==> src/rtl/calc_operand_loader.sv <==
// Operand-entry front end: debounces enter/clear buttons and steps A -> B -> OP -> EXEC,
// capturing operands from a shared switch bank and strobing valid once per complete set.
module calc_operand_loader #(
  parameter int unsigned M   = 6,
  parameter int unsigned DEB = 500000
) (
  input  logic         clk,
  input  logic         rst,
  input  logic [M-1:0] sw,
  input  logic         btn_enter,
  input  logic         btn_clear,
  output logic [M-1:0] a,
  output logic [M-1:0] b,
  output logic [3:0]   sel,
  output logic         valid,
  output logic [1:0]   stage
);

  localparam int unsigned CntW = (DEB > 2) ? $clog2(DEB) : 1;

  typedef enum logic [1:0] {
    StA    = 2'd0,
    StB    = 2'd1,
    StOp   = 2'd2,
    StExec = 2'd3
  } state_e;

  logic [1:0] raw;
  logic [1:0] press;
  state_e     state_q;

  assign raw = {btn_clear, btn_enter};

  for (genvar i = 0; i < 2; i++) begin : g_btn
    logic            s1_q, s2_q, d_q, d_prev_q;
    logic [CntW-1:0] cnt_q;

    // Counter tracks consecutive synced cycles that disagree with the debounced level.
    always_ff @(posedge clk or negedge rst) begin
      if (!rst) begin
        s1_q     <= 1'b0;
        s2_q     <= 1'b0;
        d_q      <= 1'b0;
        d_prev_q <= 1'b0;
        cnt_q    <= '0;
      end else begin
        s1_q     <= raw[i];
        s2_q     <= s1_q;
        d_prev_q <= d_q;
        if (s2_q == d_q) begin
          cnt_q <= '0;
        end else if (cnt_q == CntW'(DEB - 1)) begin
          d_q   <= ~d_q;
          cnt_q <= '0;
        end else begin
          cnt_q <= cnt_q + CntW'(1);
        end
      end
    end

    assign press[i] = d_q & ~d_prev_q;
  end

  // EXEC ignores all button events; otherwise clear has priority over enter.
  always_ff @(posedge clk or negedge rst) begin
    if (!rst) begin
      state_q <= StA;
      a       <= '0;
      b       <= '0;
      sel     <= '0;
      valid   <= 1'b0;
    end else begin
      valid <= 1'b0;
      if (state_q == StExec) begin
        state_q <= StA;
      end else if (press[1]) begin
        state_q <= StA;
        a       <= '0;
        b       <= '0;
        sel     <= '0;
      end else if (press[0]) begin
        unique case (state_q)
          StA: begin
            a       <= sw;
            state_q <= StB;
          end
          StB: begin
            b       <= sw;
            state_q <= StOp;
          end
          StOp: begin
            sel     <= sw[3:0];
            state_q <= StExec;
            valid   <= 1'b1;
          end
          default: state_q <= StA;
        endcase
      end
    end
  end

  assign stage = state_q;

endmodule

==> config.mk <==
export PLATFORM = sky130hd
export DESIGN_NAME = calc_operand_loader
export DESIGN_NICKNAME = d
export VERILOG_FILES = /design/src/rtl/calc_operand_loader.sv
export SDC_FILE = /design/constraint.sdc
export NUM_CORES = 1
export LEC_CHECK = 0
export CORE_UTILIZATION = 56
export DETAILED_ROUTE_END_ITERATION = 16
export PLACE_DENSITY = 0.78
export RECOVER_POWER = 25
export SLEW_MARGIN = 20
export SYNTH_ARGS = -nofsm -noshare
export SYNTH_HDL_FRONTEND = slang
export SYNTH_SLANG_ARGS = --single-unit
export TNS_END_PERCENT = 1
==> constraint.sdc <==
create_clock -name clk -period 2.2 [get_ports clk]
set_input_delay 0.44 -clock clk [delete_from_list [all_inputs] [get_ports clk]]
set_output_delay 0.44 -clock clk [all_outputs]
set_load 0.02 [all_outputs]
==> flow_metrics.tcl, run 1 <==
set metrics [dict create \
    ant_nets 0 \
    grt_use_total_pct 22.8 \
    numCtsBuffers 9 \
    setup_viol_count_final 0 \
    yosysSeqAreaShare_pct 54.7 \
    cts_tree "yes" \
    cpPeakStageDelay_ns 0.55 \
    rrSetupSlack_ns 0.11 \
    ioPinCount 29 \
    clkSlewWorstSetupHoldPaths_ns 0.07 \
    end_kind "flip-flop" \
    dp_slack_ns 0.159 \
    dp_hpwl_mm 3.72 \
    nets 326 \
    crit_buf_inv 0 \
    drt_iter0_markers 159 \
    synth-edff-count 0 \
    p_seq_share_pct 50.8 \
    crit_chain "or4_1 > or3_4 > nor3_1 > mux2_2" \
    fin_ws_ns 0.110 \
    min_period_over_period_pct 95.0 \
    report.final.slew_viol_count 66 \
    io_buffers 28 \
    cp-start-kind "flip-flop" \
    diodes 0 \
    grt_max_degree 66 \
    first_global_vias 1995 \
    fillers 391 \
    finalHoldViolations 0 \
    violations "capacitance limit, slew limit" \
    vias 2129 \
    avgSynthCellArea_sq_um 10.9 \
    p_int_uw 1890 \
    syn_inst 272 \
    cts_max_level 3 \
    clock_power_share_pct 45.9 \
    slew_headroom_pct -2.17 \
    crit_type "flip-flop to flip-flop" \
    synth_warnings 0 \
    via_per_inst 5.52 \
    overflow 0 \
    worst-slew-pin-transition_ns 1.53 \
    comb_power_share_pct 3.3 \
    skew_ns 0.00655 \
    wirelength_mm 5.44 \
    post_cts_resized 0 \
    vdd_drop_max_v 0.000401 \
    min_path_type "flip-flop to flip-flop" \
    drcViolationCount 0 \
    initial_utilization_pct 58.2 \
    cp_top_family "simple AND/OR/NAND/NOR gates" \
    fin_util_pct 70.0 \
    rows 26 \
    leakage_uw 0.00157 \
    power_uw 2400 \
    cts_buffer_depth 2 \
    arrival_ns 2.32 \
    post_cts_buffers 0 \
    syn2layout_area_growth_pct 20.3 \
    cts_sinks 65 \
    grt_pass1_wl_mm 9.35 \
    synthArstFlopShare_pct 100 \
    antenna_found_initial 0 \
    wire_per_inst_um 14.1 \
    dieArea_sq_mm 0.00560 \
    netlist_area_sq_mm 0.00297 \
    outcome "complete, but fails checks" \
    synth-seq-cells 65 \
    clk_latency_ns 0.34 \
    drv_cap 1 \
    max_freq_mhz 478 \
    die_h_um 74.9 \
    powerDensity_mw_per_mm2 670 \
    rsz0062_at_grt "false" \
    yosysUniqueCellTypes 37 \
    drive_gt1_share_pct 12.7 \
    drtPass1Iterations 4 \
    cp_slowest_cell "or4_1" \
    power_switching_share_pct 21.2 \
    synth_ff_type "dfrtp_1" \
    switchingPower_uw 508 \
    synth_nets 287 \
    finalSetupTns_ns 0 \
    stdcell_count 386 \
    cts_hold_buf 0 \
    coreArea_sq_mm 0.00511 \
    critical_path.max_fanout 5 \
    die_x_um 74.9 \
    min_period_ns 2.09 \
    dp_cells 370 \
    cts-root-buf "clkbuf_8" \
    crit_required_ns 2.43 \
    place_congestion 0.805 \
]
## logic make-up after synthesis
| logic type | after synthesis | share of synthesized area, % |
|---|---|---|
| adders and majority gates | 5 | 2.10 |
| and+or+nand+nor | 121 | 21.6 |
| muxes | 14 | 5.30 |
| DFF | 65 | 54.7 |
| xor gates and xnor gates | 28 | 8.25 |
| AOI/OAI and AO/OA | 29 | 6.36 |
| buffers and inverters | 10 | 1.68 |
## cell type report
class	count	area (sq um)	share of cell area [%]
Clock inverter	3	46.3	1.29
Tap cell	70	87.6	2.45
Timing Repair Buffer	33	323	9.02
Multi-Input combinational cell	197	1300	36.2
Sequential cell	65	1630	45.5
Clock buffer	13	179	5.00
Inverter	5	18.8	0.525
## layer usage
layer	global-route usage, %	wire length [um]
met5	0	0
met4	9.43	92
met3	7.10	165
met2	36.9	2670
met1	28.6	2520
## layout by cell type, fill, tap and decap left out, drive strengths merged, types with 6 or more instances in the layout
cell / n
dfrtp: 65
nor2: 32
clkdlybuf4s50: 27
nand2: 17
xor2: 17
nand3: 16
mux2: 14
clkbuf: 14
nand4: 11
a21oi: 11
xnor2: 11
o21ai: 9
and2: 6
nor3: 6
## stage by stage
step | hold slack [ns] | cell area [sq um]
floorplan | 0.144 | 2970
global placement | 0.355 | 3370
detailed placement | 0.343 | 3370
CTS | 0.123 | 3590
global route | 0.380 | 3580
finish | 0.369 | 3580
## worst paths after layout
| kind | endpoint | start | depth (start not counted) |
|---|---|---|---|
| setup reg to reg | g_btn[1].d_q$_DFFE_PN0P_ | g_btn[1].cnt_q[12]$_DFF_PN0_ | 4 |
| max in group asynchronous | g_btn[0].s1_q$_DFF_PN0_ | rst | 2 |
| min in group asynchronous | a[4]$_DFFE_PN0P_ | rst | 2 |
| setup / recovery | g_btn[1].d_q$_DFFE_PN0P_ | g_btn[1].cnt_q[12]$_DFF_PN0_ | 4 |
| hold / removal | g_btn[1].s2_q$_DFF_PN0_ | g_btn[1].s1_q$_DFF_PN0_ | 0 |
| hold reg to reg | g_btn[1].s2_q$_DFF_PN0_ | g_btn[1].s1_q$_DFF_PN0_ | 0 |
## power by group through the flow
stage	Combinational (uW)	Clock, uW	Sequential (uW)
after global placement	84.4	0	1240
after floorplan	32.6	0	1240
after detailed placement	85.4	0	1240
final	79.3	1100	1220
after global routing	91.9	1180	1220
after CTS	85.6	1130	1220
## Yosys cell counts (2+ instances only)
master / count / area share, %
nor2_1: 32 / 4.0
or4_1: 5 / 1.3
nor4_1: 4 / 0.84
mux2_2: 14 / 5.3
xor2_1: 17 / 5.0
nand4_1: 11 / 2.3
ha_1: 5 / 2.1
and2_1: 6 / 1.3
a21o_1: 2 / 0.50
nand3b_1: 2 / 0.50
o31ai_1: 4 / 1.0
and3_1: 3 / 0.63
nand2_1: 17 / 2.1
nand3_1: 16 / 2.7
nand2b_1: 2 / 0.42
inv_1: 5 / 0.63
nor2b_1: 3 / 0.63
dfrtp_1: 65 / 55
or3_1: 4 / 0.84
clkbuf_1: 2 / 0.25
and4_1: 4 / 1.2
nor3_1: 6 / 1.0
a21oi_1: 11 / 1.9
o21ai_0: 9 / 1.5
xnor2_1: 11 / 3.2
## state kept, by name, indices dropped and copies added (netlist names)
signal	count
a	6
b	6
g_btn.cnt_q	38
g_btn.d_prev_q	2
g_btn.d_q	2
g_btn.s1_q	2
g_btn.s2_q	2
sel	4
stage	2
valid	1
(Power assumes the default switching activity.)
==> inputs of run 2 (changes only) <==
--- a/config.mk
+++ b/config.mk
@@ -7,6 +7,7 @@
 export LEC_CHECK = 0
 export CORE_UTILIZATION = 56
 export DETAILED_ROUTE_END_ITERATION = 16
+export MAX_ROUTING_LAYER = met4
 export PLACE_DENSITY = 0.78
 export RECOVER_POWER = 25
 export SLEW_MARGIN = 20
==> run 2 against run 1 <==
Compared with the run above:
- the run still ends with capacitance limit, slew limit left
- critical path depth is the same
- total power grew 0.18%
- register-to-register slack gained 0.02 ns
- count of clock-buffer cells in the layout is the same
- maximum frequency grew 0.84%
- via count grew 0.56%
- final cell count is the same
- die area is the same
- combinational power is essentially flat
- sequential cell count is the same
- sequential share of layout area is the same
- utilization is the same
==> flow_metrics.tcl, run 2 (synthesis results as in run 1) <==
set metrics [dict create \
    outcome "complete, but fails checks" \
    violations "capacitance limit, slew limit" \
    ioPinCount 29 \
    rrSetupSlack_ns 0.13 \
    arrival_ns 2.30 \
    regArea_sq_mm 0.00163 \
    largest_register_ff_count 38 \
    finalSetupTns_ns 0 \
    vias 2141 \
    cpPeakStageDelay_ns 0.54 \
    cts_max_level 3 \
    max_freq_mhz 482 \
    powerDensity_mw_per_mm2 671 \
    wire_per_inst_um 14.1 \
    vdd_drop_max_v 0.000407 \
    io_buffers 28 \
    end_kind "flip-flop" \
    grt_pass1_wl_mm 9.35 \
    cts_tree "yes" \
    rows 26 \
    post_cts_buffers 0 \
    min_period_ns 2.07 \
    startpoint "g_btn[1].cnt_q[12]$_DFF_PN0_" \
    dieArea_sq_mm 0.00560 \
    initial_utilization_pct 58.2 \
    coreArea_sq_mm 0.00511 \
    multi_input_area_sq_mm 0.00130 \
    dp_slack_ns 0.159 \
    crit_required_ns 2.43 \
    switchingPower_uw 512 \
    critical_path.max_fanout 5 \
    syn2layout_area_growth_pct 20.3 \
    cts_buffer_depth 2 \
    antenna_found_initial 0 \
    clkSlewWorstSetupHoldPaths_ns 0.07 \
    drv_cap 1 \
    worst-slew-pin-transition_ns 1.53 \
    finalHoldViolations 0 \
    cts_hold_buf 0 \
    reg.largest.list "g_btn.cnt_q: 38 flops, a: 6 flops, b: 6 flops" \
    layout_common_cells "dfrtp_1, nor2_1, clkdlybuf4s50_1" \
    grt_use_total_pct 23.5 \
    dp_hpwl_mm 3.72 \
    drt_iter0_markers 149 \
    power_switching_share_pct 21.3 \
    cts-root-buf "clkbuf_8" \
    via_per_inst 5.55 \
    fillers 391 \
    drtPass1Iterations 4 \
    crit_type "flip-flop to flip-flop" \
    regToRegEndpoint "g_btn[1].d_q$_DFFE_PN0P_" \
    die_h_um 74.9 \
    cts_sinks 65 \
    leakage_uw 0.00157 \
    die_x_um 74.9 \
    report.final.slew_viol_count 66 \
    grt_max_degree 66 \
    clock_power_share_pct 46.0 \
    min_path_type "flip-flop to flip-flop" \
    slew_headroom_pct -1.94 \
    drcViolationCount 0 \
    overflow 0 \
    ant_nets 0 \
    mostFrequentLayoutCell "dfrtp_1" \
    place_congestion 0.817 \
    placed_area_sq_mm 0.00337 \
    holdPathEnd "g_btn[1].s2_q$_DFF_PN0_" \
    fin_util_pct 70.0 \
    r2r_start "g_btn[1].cnt_q[12]$_DFF_PN0_" \
    final_cell_area_sq_mm 0.00358 \
    numCtsBuffers 9 \
    min-delay-start "g_btn[1].s1_q$_DFF_PN0_" \
    wirelength_mm 5.43 \
    fin_ws_ns 0.127 \
    first_global_vias 1991 \
    post_cts_resized 0 \
    setup_viol_count_final 0 \
    cp_top_family "simple AND/OR/NAND/NOR gates" \
    reg2regPathDepth 4 \
    p_int_uw 1890 \
    nets 326 \
    drive_gt1_share_pct 12.7 \
    clk_latency_ns 0.34 \
    crit_chain "or4_1 > or3_4 > nor3_1 > mux2_2" \
    crit_buf_inv 0 \
    rsz0062_at_grt "false" \
    cp.depth 4 \
    regMostFlops "g_btn.cnt_q" \
    diodes 0 \
    skew_ns 0.00892 \
    cp_slowest_cell "or4_1" \
    cp-start-kind "flip-flop" \
    p_seq_share_pct 50.7 \
    min_path_cells 0 \
    comb_power_share_pct 3.3 \
    min_period_over_period_pct 94.2 \
]
[run 2: metal layers]
| layer | global-route usage [%] | part of all wire [%] |
|---|---|---|
| met5 | - | 0 |
| met4 | 9.43 | 1.7 |
| met3 | 6.83 | 3.6 |
| met2 | 36.8 | 49 |
| met1 | 28.6 | 46 |
[run 2: per-stage QoR]
| stage | std cells | total power (uW) | hold WS (ns) |
|---|---|---|---|
| after floorplan | 272 | 1270 | 0.144 |
| final | 386 | 2400 | 0.377 |
| after global routing | 386 | 2490 | 0.378 |
| after detailed placement | 370 | 1330 | 0.343 |
| after CTS | 386 | 2430 | 0.123 |
| after global placement | 370 | 1320 | 0.355 |
[run 2: layout make-up]
cell class	instances	share of cell area [%]
tap	70	2.45
sequential	65	45.5
inverter	5	0.525
clock inverter	3	1.29
clock buffer	13	5.00
multi-input combinational	197	36.2
timing repair buffer	33	9.02
[run 2: power by group through the flow]
stage / clock (uW) / combinational (uW) / sequential (uW)
floorplan: 0 / 32.6 / 1240
global placement: 0 / 84.4 / 1240
detailed placement: 0 / 85.4 / 1240
CTS: 1130 / 85.6 / 1220
global route: 1170 / 91.9 / 1220
finish: 1100 / 79.1 / 1220
[run 2: worst max path at each step]
stage	end	slack, ns
floorplan	g_btn[1].cnt_q[14]$_DFF_PN0_	0.25
global route	g_btn[1].d_q$_DFFE_PN0P_	0.06
detailed placement	g_btn[1].d_q$_DFFE_PN0P_	0.16
finish	g_btn[1].d_q$_DFFE_PN0P_	0.13
global placement	g_btn[1].d_q$_DFFE_PN0P_	0.24
CTS	g_btn[1].d_q$_DFFE_PN0P_	0.14
[run 2: worst register-to-register path, stage by stage, from the launching register on]
cell and delay [ns]:
dfrtp_1 0.44, or4_1 0.54, or3_4 0.42, nor3_1 0.20
mux2_2 0.36
